$ cat src/rtl/spi_slave_rx.sv
// SPI slave receiver: oversampled pins, word assembly, and a first-word
// fall-through FIFO with a valid/ready read port.
module spi_slave_rx #(
    parameter int DATA_W      = 16,
    parameter int SYNC_STAGES = 2,
    parameter int FIFO_DEPTH  = 4
) (
    input  logic                          clk,
    input  logic                          reset,
    input  logic                          spi_cs_l,
    input  logic                          spi_sclk,
    input  logic                          spi_mosi,
    output logic [DATA_W-1:0]             rx_data,
    output logic                          rx_valid,
    input  logic                          rx_ready,
    output logic [$clog2(FIFO_DEPTH):0]   fifo_level,
    output logic [$clog2(DATA_W)-1:0]     bit_count,
    output logic                          busy,
    output logic                          frame_err,
    output logic                          overflow
);

    localparam int          AW    = $clog2(FIFO_DEPTH);
    localparam int          LW    = AW + 1;
    localparam int          CW    = $clog2(DATA_W);
    localparam int unsigned NSYNC = SYNC_STAGES;

    typedef enum logic {IDLE, SHIFT} state_t;

    // {cs_l, sclk, mosi} after the synchroniser; all three share one delay
    logic [2:0] pins_s;

    generate
        if (SYNC_STAGES == 0) begin : g_nosync
            assign pins_s = {spi_cs_l, spi_sclk, spi_mosi};
        end else begin : g_sync
            logic [2:0] sync_q [SYNC_STAGES];
            always_ff @(posedge clk or posedge reset) begin
                if (reset) begin
                    for (int unsigned i = 0; i < NSYNC; i++) sync_q[i] <= '0;
                end else begin
                    sync_q[0] <= {spi_cs_l, spi_sclk, spi_mosi};
                    for (int unsigned i = 1; i < NSYNC; i++) sync_q[i] <= sync_q[i-1];
                end
            end
            assign pins_s = sync_q[SYNC_STAGES-1];
        end
    endgenerate

    logic [1:0]        prev_q;
    logic              cs_fall, cs_rise, sclk_rise;
    state_t            state_q;
    logic [DATA_W-1:0] shreg_q;
    logic [CW-1:0]     bit_cnt_q;
    logic              frame_err_q;
    logic              word_done;
    logic [DATA_W-1:0] word_d;

    assign cs_fall   =  prev_q[1] & ~pins_s[2];
    assign cs_rise   = ~prev_q[1] &  pins_s[2];
    assign sclk_rise = ~prev_q[0] &  pins_s[1];
    assign word_d    = {shreg_q[DATA_W-2:0], pins_s[0]};
    assign word_done = (state_q == SHIFT) && !cs_rise && sclk_rise &&
                       (bit_cnt_q == CW'(DATA_W-1));

    always_ff @(posedge clk or posedge reset) begin
        if (reset) prev_q <= '0;
        else       prev_q <= pins_s[2:1];
    end

    always_ff @(posedge clk or posedge reset) begin
        if (reset) begin
            state_q     <= IDLE;
            shreg_q     <= '0;
            bit_cnt_q   <= '0;
            frame_err_q <= 1'b0;
        end else begin
            frame_err_q <= 1'b0;
            unique case (state_q)
                IDLE: begin
                    if (cs_fall) begin
                        state_q <= SHIFT;
                        // an SCLK rise coinciding with the CS fall is bit 1
                        if (sclk_rise) begin
                            shreg_q   <= word_d;
                            bit_cnt_q <= CW'(1);
                        end else begin
                            bit_cnt_q <= '0;
                        end
                    end
                end
                SHIFT: begin
                    if (cs_rise) begin
                        state_q     <= IDLE;
                        bit_cnt_q   <= '0;
                        frame_err_q <= (bit_cnt_q != '0);
                    end else if (sclk_rise) begin
                        shreg_q   <= word_d;
                        bit_cnt_q <= word_done ? '0 : bit_cnt_q + 1'b1;
                    end
                end
                default: state_q <= IDLE;
            endcase
        end
    end

    logic [DATA_W-1:0] mem_q [FIFO_DEPTH];
    logic [AW-1:0]     wr_q, rd_q;
    logic [LW-1:0]     level_q;
    logic              overflow_q;
    logic              pop, full, wr_en;

    assign pop   = rx_valid & rx_ready;
    assign full  = (level_q == LW'(FIFO_DEPTH));
    assign wr_en = word_done & (~full | pop);

    always_ff @(posedge clk or posedge reset) begin
        if (reset) begin
            for (int unsigned i = 0; i < FIFO_DEPTH; i++) mem_q[i] <= '0;
            wr_q       <= '0;
            rd_q       <= '0;
            level_q    <= '0;
            overflow_q <= 1'b0;
        end else begin
            overflow_q <= word_done & full & ~pop;
            if (wr_en) begin
                mem_q[wr_q] <= word_d;
                wr_q        <= wr_q + 1'b1;
            end
            if (pop) rd_q <= rd_q + 1'b1;
            unique case ({wr_en, pop})
                2'b10:   level_q <= level_q + 1'b1;
                2'b01:   level_q <= level_q - 1'b1;
                default: level_q <= level_q;
            endcase
        end
    end

    assign rx_data    = mem_q[rd_q];
    assign rx_valid   = (level_q != '0);
    assign fifo_level = level_q;
    assign bit_count  = bit_cnt_q;
    assign busy       = (state_q == SHIFT);
    assign frame_err  = frame_err_q;
    assign overflow   = overflow_q;

endmodule

$ cat config.mk
export PLATFORM = sky130hd
export DESIGN_NAME = spi_slave_rx
export DESIGN_NICKNAME = d
export VERILOG_FILES = /design/src/rtl/spi_slave_rx.sv
export SDC_FILE = /design/constraint.sdc
export NUM_CORES = 1
export LEC_CHECK = 0
export ABC_AREA = 1
export BUFFER_PORTS_ARGS = -buffer_cell sky130_fd_sc_hd__buf_2
export CAP_MARGIN = 5
export CORE_UTILIZATION = 43
export CTS_CLUSTER_DIAMETER = 80
export DETAILED_ROUTE_END_ITERATION = 12
export HOLD_SLACK_MARGIN = 0.02
export PLACE_DENSITY_LB_ADDON = 0.25
export SYNTH_ARGS = -nofsm -noshare
export SYNTH_HDL_FRONTEND = slang
export SYNTH_SLANG_ARGS = --single-unit
$ cat constraint.sdc
create_clock -name clk -period 4.86 [get_ports clk]
set_input_delay 1.458 -clock clk [delete_from_list [all_inputs] [get_ports clk]]
set_output_delay 1.458 -clock clk [all_outputs]
set_load 0.1 [all_outputs]
# Yosys cells after proc, flatten, opt, wreduce, memory -nomap -nowiden
# Index checks and enable logic that the tools add are counted.
# totals
register_bits,102
in_bits,6
# op_classes
n_reduce_logical,10
addsub,5
bitwise,16
muxes,22
eq_ne,7
magnitude_cmp,3
# op_table
operator,n
16-bit 2-to-1 mux,6
64-bit bitwise mux,1
16-bit binary-select mux with 2-bit select,1
16-bit demux with 2-bit select,1
16-bit case mux with 2 select lines,1
4-bit 2-to-1 mux,4
4-bit case mux with 2 select lines,1
1-bit AND,7
"3-bit greater-or-equal comparator, second input constant",2
1-bit NOT,6
2-bit NOT with 3-bit output,2
3-bit case mux with 2 select lines,1
1-bit 2-to-1 mux,5
"2-bit by 1-bit adder with 2-bit output, second input constant",2
"4-bit by 1-bit adder with 4-bit output, second input constant",1
"4-bit equality test, second input constant",1
1-bit logical AND,4
"2-bit != test, second input constant",2
2-bit AND reduction,2
4-bit nonzero test,1
"3-bit by 1-bit adder with 3-bit output, second input constant",1
"3-bit equality test, second input constant",1
"3-bit by 1-bit less-than comparator with 1-bit output, second input constant",1
"3-bit != test, second input constant",1
other kinds (8),8

# Depth between registers and ports, before layout
# logic_depth
ltp_word,10
depth_mapped,12
ltp_nobuf,11

# Worst setup path after synthesis
# No wires, ideal clock.
# synth_path
path_kind,register -> output
from,register rd_q[0]
to,output port rx_data[11]
stages_incl_launch_ff,6
arrival_time_ps,2438
required_ps,3402
setup_slack_ps,964
path_cell_list,dfrtp_1 clkbuf_1 inv_1 clkbuf_1 o21ai_0 o22ai_1
# synth_between
elab_chain_len,4
# synth_lines
item,line,text
from (decl),108,"logic [AW-1:0] wr_q, rd_q;"
from (signal assigned),130,if (pop) rd_q <= rd_q + 1'b1;
2-bit NOT with 3-bit output (not written as such),139,assign rx_data = mem_q[rd_q];
16-bit binary-select mux with 2-bit select,139,
16-bit 2-to-1 mux (not written as such) (2 in series),139,
to (decl),13,"output logic [DATA_W-1:0] rx_data,"
# No other way between the ends. The select of a mux whose other input is x is not followed.

# Worst setup path in the final report
# layout_path
from,register rd_q[0]
to,output port rx_data[10]
# Same word-level chain as after synthesis.

==> metrics.log <==
INFO  metric seqPwrFrac = 0.336
INFO  metric drive_above_1_share = 0.141
INFO  metric clkTransAtPathRegs = 100 ps
INFO  metric final-max-slew-violation-count = 0
INFO  metric via_per_inst = 5.55
INFO  metric routed_wl = 11.3 mm
INFO  metric clock.fmax = 252 MHz
INFO  metric clock-sinks = 101
INFO  metric cp_cell_sequence = buf_4, inv_1, o21ai_0, o22ai_1, buf_2
INFO  metric post-route-worst-setup-slack = 894 ps
INFO  metric ratio_of_final_minimum_period_to_clock_period = 0.816
INFO  metric num_antenna_cells = 0
INFO  metric avgSynthCellArea = 8.76 um^2
INFO  metric timing.critical_path.to_type = output pin
INFO  metric syn2layout_area_growth = 7.43%
INFO  metric die_area = 0.0114 mm^2
INFO  metric maximum_fanout_along_the_worst_path = 35
INFO  metric cts-resized-gates = 0
INFO  metric placed_cell_area = 0.00489 mm^2
INFO  metric grt_first_pass_wirelength = 19.3 mm
INFO  metric postRouteAntennaNets = 0
INFO  metric grt_max_degree = 72
INFO  metric cap_viol_max_count = 0
INFO  metric place_congestion = 0.770
INFO  metric ys.warnings.count = 0
INFO  metric synth-seq-area-share = 0.534
INFO  metric cts.root.buffer_cell = sky130_fd_sc_hd__clkbuf_8
INFO  metric pre_cts_ws = 1280 ps
INFO  metric comb_power_share = 0.488
INFO  metric num_rows = 37
INFO  metric synth-seq-cells = 101
INFO  metric clock_tree.htree_level_count = 3
INFO  metric post-cts-setup-buffer-count = 0
INFO  metric crit_required = 3400 ps
INFO  metric layout.filler_cells = 994
INFO  metric slack_of_the_worst_reg_to_reg_path = 2500 ps
INFO  metric die_width = 107 um
INFO  metric total_power = 3060 uW
INFO  metric cts.hold.buffers_added = 0
INFO  metric timing.hold.ws = 353 ps
INFO  metric clkLatencyLatePin = 360 ps
INFO  metric globalRouteOverflowTotal = 0
INFO  metric slew-limit-headroom = 0.394
INFO  metric cellLeakagePower = 0.00264 uW
INFO  metric drcViolationCount = 0
INFO  metric die-height = 107 um
INFO  metric synth_fp_nets = 554
INFO  metric routed-via-count = 3827
INFO  metric power_report.internal_total = 1400 uW
INFO  metric grt_usage = 0.218
INFO  metric design.portCount = 33
INFO  metric post-route-cell-area = 0.00508 mm^2
INFO  metric post-route-min-period = 3970 ps
INFO  metric status = completed
INFO  metric worst_max_slew_pin_slew = 907 ps
INFO  metric cts_tree = yes
INFO  metric portBuffers = 32
INFO  metric max_stage_delay = 690 ps
INFO  metric drt-initial-drc-count = 321
INFO  metric route.detailed.wl_per_inst = 16.4 um
INFO  metric final.setup_skew = 11.4 ps
INFO  metric vias_in_the_first_global_route = 3746
INFO  metric final_cell_mix = 152 x sky130_fd_sc_hd__nand2_1, 101 x sky130_fd_sc_hd__dfrtp_1, 65 x sky130_fd_sc_hd__nand4_1
INFO  metric holdCritPathClass = reg -> reg
INFO  metric p_sw = 1660 uW
INFO  metric final_common_cell = sky130_fd_sc_hd__nand2_1
INFO  metric final_nets = 564
INFO  metric power_per_cell_area = 603 mW/mm^2
INFO  metric maximum_clock_insertion_buffer_count = 2
INFO  metric timing.critical_path.arrival = 2510 ps
INFO  metric firstDrtPassIters = 5
INFO  metric initial_util = 0.450
INFO  metric synth_cell_type_count = 27
INFO  metric setup_total_negative_slack = 0 ps
INFO  metric highest_ir_drop_seen_on_vdd = 0.482 mV
INFO  metric p_sw_frac = 0.542
INFO  metric worstSetupPathType = reg -> out
INFO  metric critical_path.slowest_cell = sky130_fd_sc_hd__inv_1
INFO  metric cts_buffers = 9
INFO  metric grt_antenna_before_repair = 0
INFO  metric final-hold-violation-count = 0
INFO  metric clock_power_share = 0.176
INFO  metric dp_hpwl = 6.87 mm
INFO  metric syn_area = 0.00473 mm^2
INFO  metric finalSetupViolCount = 0
INFO  metric rsz_0062_raised_after_global_routing = no
INFO  metric post_synth_inst_count = 540
INFO  metric core-area = 0.0105 mm^2
INFO  metric setup.worst_path.start_class = flip-flop
[power by group through the flow]
stage | Combinational [uW] | Sequential [uW] | Clock (uW)
after global placement | 1480 | 1040 | 0
after detailed placement | 1500 | 1040 | 0
final | 1500 | 1030 | 539
after global routing | 1580 | 1040 | 587
after floorplan | 1130 | 1150 | 0
after CTS | 1500 | 1030 | 555
[registers in the layout, summed over array words and instances, names as in the netlist]
signal         count
fifo_level         3
mem_q             64
prev_q             2
frame_err          1
rd_q               2
g_sync.sync_q      3
shreg_q           15
pins_s             3
overflow           1
bit_count          4
wr_q               2
busy               1
[per-stage QoR]
| stage | std cells | util |
|---|---|---|
| floorplan | 540 | - |
| global placement | 675 | 0.465 |
| detailed placement | 675 | 0.465 |
| CTS | 690 | 0.484 |
| global route | 690 | 0.484 |
| finish | 690 | 0.484 |
[metal layers]
layer  global-route usage  wire [um]  vias up
met4               0.0783        201        0
li1                     -          -     1827
met3               0.0450        501       14
met2                0.345       5420       86
met5                    0          0        -
met1                0.297       5180     1900
[logic make-up after synthesis]
logic type / count (synthesis) / synth area share
and+or+nand+nor: 294 / 0.291
DFF: 101 / 0.534
AOI/OAI and AO/OA: 70 / 0.0793
buffers and inverters: 63 / 0.0656
adders and majority gates: 8 / 0.0227
xor gates and xnor gates: 4 / 0.00740
[critical path, delay by kind of cell, from the launching register on]
family	cells	cell delay, ps
AO/OA/AOI/OAI	2	380
buffers and inverters	3	1380
flip-flops	1	380
[path summary, 6_finish.rpt]
check | cells after the start | end | start
hold reg to reg | 0 | pins_s[0] | g_sync.sync_q[3]
min in group asynchronous | 2 | mem_q[13] | reset
setup / recovery | 5 | rx_data[10] | rd_q[0]
max in group asynchronous | 3 | fifo_level[0] | reset
hold / removal | 0 | pins_s[0] | g_sync.sync_q[3]
setup reg to reg | 5 | mem_q[34] | wr_q[1]
[synth_stat cells, drive strengths merged]
master,n,area share
nand2,165,0.14
dfrtp,101,0.53
nand4,69,0.097
nor2,49,0.044
o21ai,43,0.045
inv,25,0.020
clkbuf,20,0.016
buf,18,0.030
o22ai,16,0.021
a21oi,9,0.0095
nand3,8,0.0095
ha,7,0.019
xor2,3,0.0056
nor3,2,0.0021
a211oi,1,0.0016
a21boi,1,0.0016
fa,1,0.0042
or2,1,0.0013
xnor2,1,0.0019
[area by class of cell]
| class | count | area (um^2) | area share |
|---|---|---|---|
| clock buffers | 10 | 138 | 0.0271 |
| clock inverters | 5 | 60.1 | 0.0118 |
| inverters | 25 | 96.3 | 0.0190 |
| multi-input cells | 376 | 1890 | 0.373 |
| flip-flops and latches | 101 | 2530 | 0.497 |
| well taps | 136 | 170 | 0.0335 |
| repair buffers | 37 | 198 | 0.0389 |
Power figures use the tool's default switching activity.
